<file path="config.mk">
export PLATFORM = sky130hd
export DESIGN_NAME = complex_unit_flat
export DESIGN_NICKNAME = d
export VERILOG_FILES = /design/src/rtl/biriq_cu_pkg.sv /design/src/rtl/complex_unit_if.sv /design/src/rtl/cu_divider.sv /design/src/rtl/complex_unit.sv /design/src/flat_wrapper.sv
export SDC_FILE = /design/constraint.sdc
export NUM_CORES = 2
export LEC_CHECK = 0
export CAP_MARGIN = 20
export CORE_ASPECT_RATIO = 1.1
export CORE_MARGIN = 2
export CORE_UTILIZATION = 30
export DETAILED_ROUTE_END_ITERATION = 10
export DONT_BUFFER_PORTS = 1
export MAX_ROUTING_LAYER = met4
export SYNTH_ARGS = -nofsm -noshare
export SYNTH_HDL_FRONTEND = slang
export SYNTH_HIERARCHICAL = 1
export SYNTH_SLANG_ARGS = --single-unit
</file>
<file path="constraint.sdc">
create_clock -name cpu_clk_i -period 10 [get_ports cpu_clk_i]
set_input_delay 3 -clock cpu_clk_i [delete_from_list [all_inputs] [get_ports cpu_clk_i]]
set_output_delay 3 -clock cpu_clk_i [all_outputs]
set_load 0.01 [all_outputs]
</file>
<file path="src/rtl/biriq_cu_pkg.sv">
// Shared types for the RV32M complex unit: opcode and state encodings plus
// the divider iteration count.
package biriq_cu_pkg;

    typedef enum logic [2:0] {
        OP_MUL    = 3'b000,
        OP_MULH   = 3'b001,
        OP_MULHSU = 3'b010,
        OP_MULHU  = 3'b011,
        OP_DIV    = 3'b100,
        OP_DIVU   = 3'b101,
        OP_REM    = 3'b110,
        OP_REMU   = 3'b111
    } cu_op_t;

    typedef enum logic [1:0] {
        ST_IDLE,
        ST_MUL,
        ST_DIV,
        ST_DONE
    } cu_state_t;

    localparam int DIV_ITER = 32;

    // Absolute value of a 32-bit operand when it is to be treated as signed.
    function automatic logic [31:0] magnitude(input logic [31:0] v, input logic sgn);
        return (sgn && v[31]) ? (~v + 32'd1) : v;
    endfunction

endpackage

</file>
<file path="src/rtl/complex_unit_if.sv">
// Request/response bundle between the scheduler (master) and the complex unit (slave).
interface complex_unit_if;
    logic        flush_i;
    logic        cu_valid_i;
    logic [2:0]  cu_opcode_i;
    logic [31:0] cu_operand1_i;
    logic [31:0] cu_operand2_i;
    logic        busy_o;
    logic [31:0] result_o;
    logic        wb_valid_o;

    modport slave (
        input  flush_i, cu_valid_i, cu_opcode_i, cu_operand1_i, cu_operand2_i,
        output busy_o, result_o, wb_valid_o
    );

    modport master (
        output flush_i, cu_valid_i, cu_opcode_i, cu_operand1_i, cu_operand2_i,
        input  busy_o, result_o, wb_valid_o
    );
endinterface

</file>
<file path="src/rtl/cu_divider.sv">
// Radix-2 restoring divider on operand magnitudes: 32 iterations, then one
// cycle that applies the quotient/remainder signs and pulses done_o.
module cu_divider
    import biriq_cu_pkg::*;
(
    input  logic        clk_i,
    input  logic        rst_n_i,
    input  logic        flush_i,
    input  logic        start_i,
    input  logic        signed_i,
    input  logic [31:0] dividend_i,
    input  logic [31:0] divisor_i,
    output logic [31:0] quotient_o,
    output logic [31:0] remainder_o,
    output logic        done_o
);

    logic        run_q, fix_q, done_q;
    logic        quo_neg_q, rem_neg_q;
    logic [5:0]  iter_q;
    logic [31:0] quo_q, rem_q, dsr_q;
    logic [31:0] quo_res_q, rem_res_q;

    logic [32:0] shifted;
    logic        ge;
    logic [31:0] rem_d, quo_d;

    // Partial remainder stays below the divisor, so the 32-bit difference is exact.
    always_comb begin
        shifted = {rem_q, quo_q[31]};
        ge      = shifted >= {1'b0, dsr_q};
        rem_d   = ge ? (shifted[31:0] - dsr_q) : shifted[31:0];
        quo_d   = {quo_q[30:0], ge};
    end

    always_ff @(posedge clk_i or negedge rst_n_i) begin
        if (!rst_n_i) begin
            run_q     <= 1'b0;
            fix_q     <= 1'b0;
            done_q    <= 1'b0;
            quo_neg_q <= 1'b0;
            rem_neg_q <= 1'b0;
            iter_q    <= '0;
            quo_q     <= '0;
            rem_q     <= '0;
            dsr_q     <= '0;
            quo_res_q <= '0;
            rem_res_q <= '0;
        end else begin
            done_q <= 1'b0;
            if (flush_i) begin
                run_q <= 1'b0;
                fix_q <= 1'b0;
            end else if (start_i) begin
                quo_q     <= magnitude(dividend_i, signed_i);
                dsr_q     <= magnitude(divisor_i, signed_i);
                rem_q     <= '0;
                iter_q    <= '0;
                run_q     <= 1'b1;
                fix_q     <= 1'b0;
                quo_neg_q <= signed_i & (dividend_i[31] ^ divisor_i[31]) & (|divisor_i);
                rem_neg_q <= signed_i & dividend_i[31];
            end else if (run_q) begin
                quo_q <= quo_d;
                rem_q <= rem_d;
                if (iter_q == 6'(DIV_ITER - 1)) begin
                    run_q <= 1'b0;
                    fix_q <= 1'b1;
                end else begin
                    iter_q <= iter_q + 6'd1;
                end
            end else if (fix_q) begin
                quo_res_q <= quo_neg_q ? (~quo_q + 32'd1) : quo_q;
                rem_res_q <= rem_neg_q ? (~rem_q + 32'd1) : rem_q;
                done_q    <= 1'b1;
                fix_q     <= 1'b0;
            end
        end
    end

    assign quotient_o  = quo_res_q;
    assign remainder_o = rem_res_q;
    assign done_o      = done_q;

endmodule

</file>
<file path="src/rtl/complex_unit.sv">
// RV32M multiply/divide unit: inline pipelined 33x33 multiplier, iterative
// divider sub-module, one-request-at-a-time control FSM.
module complex_unit
    import biriq_cu_pkg::*;
#(
    parameter int MUL_STAGES = 1
) (
    input  logic           cpu_clk_i,
    input  logic           cpu_rst_n_i,
    complex_unit_if.slave  cu
);

    // Only 1 and 2 are meaningful; anything else behaves as 1.
    localparam int PIPE = (MUL_STAGES == 2) ? 2 : 1;

    cu_state_t   state_q;
    cu_op_t      op_q;
    logic [31:0] op1_q, op2_q;
    logic [1:0]  cnt_q;
    logic        special_q;
    logic [31:0] special_res_q;
    logic [31:0] result_q;
    logic        wb_valid_q;
    logic [63:0] prod_pipe_q [PIPE];

    logic        accept;
    logic        div_sgn_in, div_zero_in, div_ovf_in, div_special_in;
    logic        a_ext, b_ext;
    logic [63:0] mul_a, mul_b, product;
    logic [31:0] mul_res, div_quo, div_rem;
    logic        div_done;

    assign accept         = (state_q == ST_IDLE) && cu.cu_valid_i && !cu.flush_i;
    assign div_sgn_in     = ~cu.cu_opcode_i[0];
    assign div_zero_in    = (cu.cu_operand2_i == 32'd0);
    assign div_ovf_in     = div_sgn_in && (cu.cu_operand1_i == 32'h8000_0000)
                            && (cu.cu_operand2_i == 32'hFFFF_FFFF);
    assign div_special_in = div_zero_in || div_ovf_in;

    // Low 64 bits of the sign-extended 33x33 product are exact.
    assign a_ext   = ((op_q == OP_MULH) || (op_q == OP_MULHSU)) && op1_q[31];
    assign b_ext   = (op_q == OP_MULH) && op2_q[31];
    assign mul_a   = {{32{a_ext}}, op1_q};
    assign mul_b   = {{32{b_ext}}, op2_q};
    assign product = mul_a * mul_b;
    assign mul_res = (op_q == OP_MUL) ? prod_pipe_q[PIPE-1][31:0] : prod_pipe_q[PIPE-1][63:32];

    for (genvar gi = 0; gi < PIPE; gi++) begin : g_mul_pipe
        if (gi == 0) begin : g_first
            always_ff @(posedge cpu_clk_i or negedge cpu_rst_n_i) begin
                if (!cpu_rst_n_i) prod_pipe_q[gi] <= '0;
                else              prod_pipe_q[gi] <= product;
            end
        end else begin : g_next
            always_ff @(posedge cpu_clk_i or negedge cpu_rst_n_i) begin
                if (!cpu_rst_n_i) prod_pipe_q[gi] <= '0;
                else              prod_pipe_q[gi] <= prod_pipe_q[gi-1];
            end
        end
    end

    cu_divider u_div (
        .clk_i       (cpu_clk_i),
        .rst_n_i     (cpu_rst_n_i),
        .flush_i     (cu.flush_i),
        .start_i     (accept && cu.cu_opcode_i[2] && !div_special_in),
        .signed_i    (div_sgn_in),
        .dividend_i  (cu.cu_operand1_i),
        .divisor_i   (cu.cu_operand2_i),
        .quotient_o  (div_quo),
        .remainder_o (div_rem),
        .done_o      (div_done)
    );

    always_ff @(posedge cpu_clk_i or negedge cpu_rst_n_i) begin
        if (!cpu_rst_n_i) begin
            state_q       <= ST_IDLE;
            op_q          <= OP_MUL;
            op1_q         <= '0;
            op2_q         <= '0;
            cnt_q         <= '0;
            special_q     <= 1'b0;
            special_res_q <= '0;
            result_q      <= '0;
            wb_valid_q    <= 1'b0;
        end else begin
            wb_valid_q <= 1'b0;
            if (cu.flush_i) begin
                state_q <= ST_IDLE;
                cnt_q   <= '0;
            end else begin
                case (state_q)
                    ST_IDLE: if (cu.cu_valid_i) begin
                        op_q          <= cu_op_t'(cu.cu_opcode_i);
                        op1_q         <= cu.cu_operand1_i;
                        op2_q         <= cu.cu_operand2_i;
                        cnt_q         <= '0;
                        special_q     <= cu.cu_opcode_i[2] && div_special_in;
                        special_res_q <= div_zero_in ? (cu.cu_opcode_i[1] ? cu.cu_operand1_i : 32'hFFFF_FFFF)
                                                     : (cu.cu_opcode_i[1] ? 32'd0 : 32'h8000_0000);
                        state_q       <= cu.cu_opcode_i[2] ? ST_DIV : ST_MUL;
                    end
                    ST_MUL: begin
                        if (cnt_q == 2'(PIPE)) begin
                            result_q   <= mul_res;
                            wb_valid_q <= 1'b1;
                            state_q    <= ST_DONE;
                        end else begin
                            cnt_q <= cnt_q + 2'd1;
                        end
                    end
                    ST_DIV: begin
                        // Divide-by-zero and overflow finish on the multiplier's schedule.
                        if (special_q) begin
                            if (cnt_q == 2'(PIPE)) begin
                                result_q   <= special_res_q;
                                wb_valid_q <= 1'b1;
                                state_q    <= ST_DONE;
                            end else begin
                                cnt_q <= cnt_q + 2'd1;
                            end
                        end else if (div_done) begin
                            result_q   <= op_q[1] ? div_rem : div_quo;
                            wb_valid_q <= 1'b1;
                            state_q    <= ST_DONE;
                        end
                    end
                    default: state_q <= ST_IDLE;
                endcase
            end
        end
    end

    assign cu.busy_o     = (state_q != ST_IDLE);
    assign cu.result_o   = result_q;
    assign cu.wb_valid_o = wb_valid_q;

endmodule
</file>
<file path="src/flat_wrapper.sv">
// flat-port wrapper written by rule: the top's interface ports become plain ports
module complex_unit_flat import biriq_cu_pkg::*;
#(
    parameter int MUL_STAGES = 1
)
  (cpu_clk_i, cpu_rst_n_i, cu_flush_i, cu_cu_valid_i, cu_cu_opcode_i, cu_cu_operand1_i, cu_cu_operand2_i, cu_busy_o, cu_result_o, cu_wb_valid_o);
  complex_unit_if cu_i ();
  input  logic cpu_clk_i;
  input  logic cpu_rst_n_i;
  input wire logic [$bits(cu_i.flush_i)-1:0] cu_flush_i;
  input wire logic [$bits(cu_i.cu_valid_i)-1:0] cu_cu_valid_i;
  input wire logic [$bits(cu_i.cu_opcode_i)-1:0] cu_cu_opcode_i;
  input wire logic [$bits(cu_i.cu_operand1_i)-1:0] cu_cu_operand1_i;
  input wire logic [$bits(cu_i.cu_operand2_i)-1:0] cu_cu_operand2_i;
  output wire logic [$bits(cu_i.busy_o)-1:0] cu_busy_o;
  output wire logic [$bits(cu_i.result_o)-1:0] cu_result_o;
  output wire logic [$bits(cu_i.wb_valid_o)-1:0] cu_wb_valid_o;
  assign cu_i.flush_i = cu_flush_i;
  assign cu_i.cu_valid_i = cu_cu_valid_i;
  assign cu_i.cu_opcode_i = cu_cu_opcode_i;
  assign cu_i.cu_operand1_i = cu_cu_operand1_i;
  assign cu_i.cu_operand2_i = cu_cu_operand2_i;
  assign cu_busy_o = cu_i.busy_o;
  assign cu_result_o = cu_i.result_o;
  assign cu_wb_valid_o = cu_i.wb_valid_o;
  complex_unit #(.MUL_STAGES(MUL_STAGES)) u_core (.cpu_clk_i(cpu_clk_i), .cpu_rst_n_i(cpu_rst_n_i), .cu(cu_i));
endmodule
</file>
# Word-level counts from Yosys, hierarchy flattened
# Cells that the tools add are included.
[word_totals]
output_inout_bits = 34
register_bits = 372
in_bits = 71
[op_classes]
n_lt_le_gt_ge = 1
n_reduce_logical = 31
n_eq_ne = 16
n_addsub = 7
n_mux = 51
n_mul = 1
bitwise_logic = 12
[ops]
columns = ["op", "count"]
rows = [
  ["$mux 32", 18],
  ["$add 32x1->32 const B", 4],
  ["$not 32->32", 4],
  ["$eq 32x32->1 const B", 2],
  ["$mul 33x33->64", 1],
  ["$pmux 32 s2", 1],
  ["$ge 33x32->1", 1],
  ["$logic_not 32->1", 1],
  ["$reduce_or 32->1", 1],
  ["$sub 32x32->32", 1],
  ["$mux 2", 10],
  ["$mux 6", 3],
  ["$mux 1", 16],
  ["$pmux 2 s3", 2],
  ["$logic_and 1x1->1", 11],
  ["$reduce_and 3->1", 3],
  ["$ne 4x3->1 const B", 2],
  ["$add 6x1->6 const B", 1],
  ["$eq 6x5->1 const B", 1],
  ["$ne 3x2->1 const B", 2],
  ["$ne 3x3->1 const B", 2],
  ["$reduce_and 2->1", 3],
  ["$reduce_bool 2->1", 3],
  ["$reduce_and 5->1", 1],
  ["other kinds (17)", 25],
]

# Depth between registers and ports, before layout
[depth]
ltp_word = 8
ltp_mapped = 32
ltp_nobuf = 29

# Hierarchy
# The synthesis kept the hierarchy.
[modules_own_cells]
columns = ["module", "cells_each", "n_inst", "area_per_inst_um2"]
rows = [
  ["complex_unit", 5163, 1, 46711.0],
  ["cu_divider", 1335, 1, 11309.6],
]

# Worst setup path after synthesis
# No wires, ideal clock.
[synth_path]
path_kind = "reg-to-reg"
from = "register u_core.op_q[1]"
to = "register u_core/prod_pipe_q[58] in the netlist's numbering"
setup_slack_ns = 1.407
setup_ns = 0.104
path_buffers = 3
period_less_slack_ns = 8.593
required_time_ns = 9.896
t_arrival_ns = 8.490
stages_incl_launch_ff = 28
cell_sequence = "dfrtp_1 clkbuf_1 xnor2_1 nor3b_1 clkbuf_1 nand2_1 fa_1 fa_1 inv_1 fa_1 inv_1 fa_1 inv_1 fa_1 fa_1 fa_1 inv_1 fa_1 inv_1 ha_1 clkbuf_1 o211ai_1 o21a_1 and2_1 a311oi_1 o22ai_1 or3b_2 o311ai_1"
[synth_via]
elab_chain_len = 4
word_cells_on_any_way = 6
cone_classes = "1 x mul; 2 x eq/ne; 3 x reduce/logical"
[synth_rtl]
columns = ["element", "line", "rtl"]
rows = [
  ["start, declared", "complex_unit.sv:17", "cu_op_t op_q;"],
  ["start signal, assigned", "complex_unit.sv:94", "op_q <= cu_op_t'(cu.cu_opcode_i);"],
  ["$eq 3x1->1 or $eq 3x2->1 (tied branches)", "complex_unit.sv:41, complex_unit.sv:42", ""],
  ["$logic_or 1x1->1", "complex_unit.sv:41", "assign a_ext = ((op_q == OP_MULH) || (op_q == OP_MULHSU)) && op1_q[31];"],
  ["$logic_and 1x1->1", "complex_unit.sv:41", ""],
  ["$mul 33x33->64 (*)", "complex_unit.sv:45", "assign product = mul_a * mul_b;"],
  ["net u_core.product[58]", "complex_unit.sv:29", "logic [63:0] mul_a, mul_b, product;"],
  ["end signal, assigned by index", "complex_unit.sv:52", "else prod_pipe_q[gi] <= product;"],
  ["end, declared", "complex_unit.sv:24", "logic [63:0] prod_pipe_q [PIPE];"],
]
# Mark *: on every way through the listed nets, which the timed path passes. The rest lies on a longest branch.
# A chain may end at the register's enable or synchronous reset.

# Worst setup path in the final report
[layout_path]
from = "register u_core.op_q[0]"
to = "register u_core/prod_pipe_q[58] in the netlist's numbering"
# Same word-level chain as after synthesis.

==> run metrics <==
number of synthesized flops with an enable pin=0; fraction of registers with async set or reset after synthesis=100%; Starting Density=30.2%; die footprint=197,000 um2; hold buffer count at CTS=0; Worst Setup End Kind=flip-flop; number of port buffers=0; final number of setup-violating endpoints=0; Iter 0 DRT Violations=3,368; Hold Crit Depth=2; GR peak layer=met2; final hold violation count=0; grt met3 use=1.97%; slowest stage delay, CP=1.06 ns; wire length of the first global-routing pass=281,000 um; site row count=169; height of the chip=465 um; total CTS buffers=43; maxcap violations=0; final antenna-violating net count=0; Post-synth top flop=dfrtp_1; skew final=0.0324 ns; mapped cell area=58,000 um2; worst-margin pin slew=1.17 ns; vias=43,600; antenna violations before repair=6; total negative setup slack=0 ns; CTS H-tree depth=2; Hold Crit Class=reg2reg; minimum clock period after layout=9.27 ns; DRC=0; final wirelength=178,000 um; kind of critical path=reg2reg; met1 Usage GRT=24.4%; most common cell after layout, fill and taps aside=nand2_1; share of cells above drive strength 1=4.06%; CTS root buf=clkbuf_16; CTS tree=done; vias in the first global route=46,600; CTS Sinks=372; gpl congestion=0.911; most frequent CP cell=fa_1; post-synth top area cell=fa_1; syn nets=7,950; R2R cell count=25; share of Yosys cell area claimed by the top area cell type=38.9%; Vias/cell=4.91; synthesized area per cell=8.93 um2; CP Launch Type=flip-flop; largest net degree at the start of global routing=373; Detailed Place HPWL=141,000 um; cts repair resizes=0; Skew-Pair Late Insertion Delay=0.60 ns; io pins=105; fin nets=7,731; Synth Instances=6,498; Synth cell types=84; Post-CTS Repair Setup Buffers=0; RSZ-0062 raised after global routing=no; most frequent cells in the layout=1,257 x nand2_1, 1,250 x inv_1, 1,126 x fa_1, 358 x dfrtp_1, 313 x and2_1; outcome=completed; total grt overflow=0; crit path max fanout=14; met2 Usage GRT=31.3%; synthesis-to-finish area growth=7.38%; Max Freq=108 MHz; Rel. slew slack=22.1%; Synth area leaders=fa_1 39%, dfrtp_1 16%, nand2_1 8.1%; FILL cells=19,900; GRT Total Usage=18.8%; Core Area=192,000 um2; maximum clock path buffer count=3; yosys synthesis warning count=6; Final Slew Violations=0; Worst-path clk slew=0.06 ns; final worst path period share=92.7%; Req. time, crit path=10.49 ns; Worst path slowest cell=fa_1; DIE WIDTH=423 um; register area share after synthesis=16.0%; CP Data Arrival Time=9.76 ns; FF+latch count, synth=372; router iterations before antenna repair=6; DR WL/cell=20.0 um
-- metrics by stage --
step	instances	hold WS (ns)	instance area, um2	utilization (%)	worst slack (ns)
finish	8882	0.475	62300	32.4	0.729
global route	8882	0.498	62300	32.4	0.160
CTS	8872	0.479	62100	32.3	0.647
detailed placement	8793	0.466	60700	31.6	0.696
global placement	8789	0.459	60600	31.5	0.819
floorplan	6498	0.449	58000	-	1.41
-- cell usage after synthesis, types with 25 or more instances --
cell type	number
o22a_1	30
a21oi_1	194
nand4_1	39
xnor2_1	112
o21ai_0	281
o22ai_1	32
inv_1	1250
nor2b_1	41
mux2i_1	89
and2_1	313
nand3_1	33
nor4_1	25
nor2_1	155
clkbuf_1	364
o31ai_1	58
ha_1	255
xor2_1	109
fa_1	1126
nor3_1	39
a21o_1	47
dfrtp_1	372
nand2_1	1258
-- sequential cells by signal, indices dropped and copies added (netlist names), 2 cells and up --
register / cells
u_core/prod_pipe_q: 64
u_core/cu.result_o: 32
u_core/op1_q: 32
u_core/op2_q: 32
u_core/special_res_q: 32
u_core/u_div/dsr_q: 32
u_core/u_div/quo_q: 32
u_core/u_div/quotient_o: 32
u_core/u_div/rem_q: 32
u_core/u_div/remainder_o: 32
u_core/u_div/iter_q: 6
u_core/op_q: 3
u_core/cnt_q: 2
u_core/state_q: 2
-- cells by family after synthesis --
| logic type | after synthesis | share of synthesized area [%] |
|---|---|---|
| xor+xnor | 221 | 3.34 |
| fa+ha+maj | 1381 | 44.4 |
| simple gates | 1999 | 15.5 |
| compound gates | 805 | 8.65 |
| mux | 90 | 1.55 |
| flops | 372 | 16.0 |
| buf+inv | 1630 | 10.6 |
-- final cells by class --
type	instances	area, um2	share of cell area, %
diodes	4	10.0	0.0161
clock buffers	63	1270	2.04
clock inverters	16	134	0.215
inverters	1251	4700	7.54
multi-input cells	4496	42600	68.4
flip-flops and latches	372	9330	15.0
well taps	2565	3210	5.15
repair buffers	115	1030	1.65
-- routing by layer --
metal,share of wire (%),vias to the layer above
met5,0,-
met4,2.7,0
met3,5.5,277
met2,49,1359
met1,43,22700
li1,-,19300
-- critical path: cells and delay by family, from the launching register on --
kind | cells | cell delay, ns
compound gates | 5 | 0.97
simple gates | 4 | 1.19
fa+ha+maj | 9 | 5.34
xor+xnor | 1 | 0.17
flops | 1 | 0.43
buf+inv | 6 | 1.08
-- path summary, 6_finish.rpt --
check                      slack, ns                     endpoint                   startpoint
min in group asynchronous       2.12       u_core/u_div/rem_q[16]                  cpu_rst_n_i
max                             0.73       u_core/prod_pipe_q[58]               u_core/op_q[0]
max reg2reg                     0.73       u_core/prod_pipe_q[58]               u_core/op_q[0]
min                             0.48  u_core/u_div/quotient_o[17]  u_core/u_div/quotient_o[17]
max in group asynchronous       7.25             u_core/op2_q[29]                  cpu_rst_n_i
min reg2reg                     0.48  u_core/u_div/quotient_o[17]  u_core/u_div/quotient_o[17]
Power is left out: the tool's default activity adds up to more than one toggle a clock period on the data nets, which glitch-free logic cannot reach.
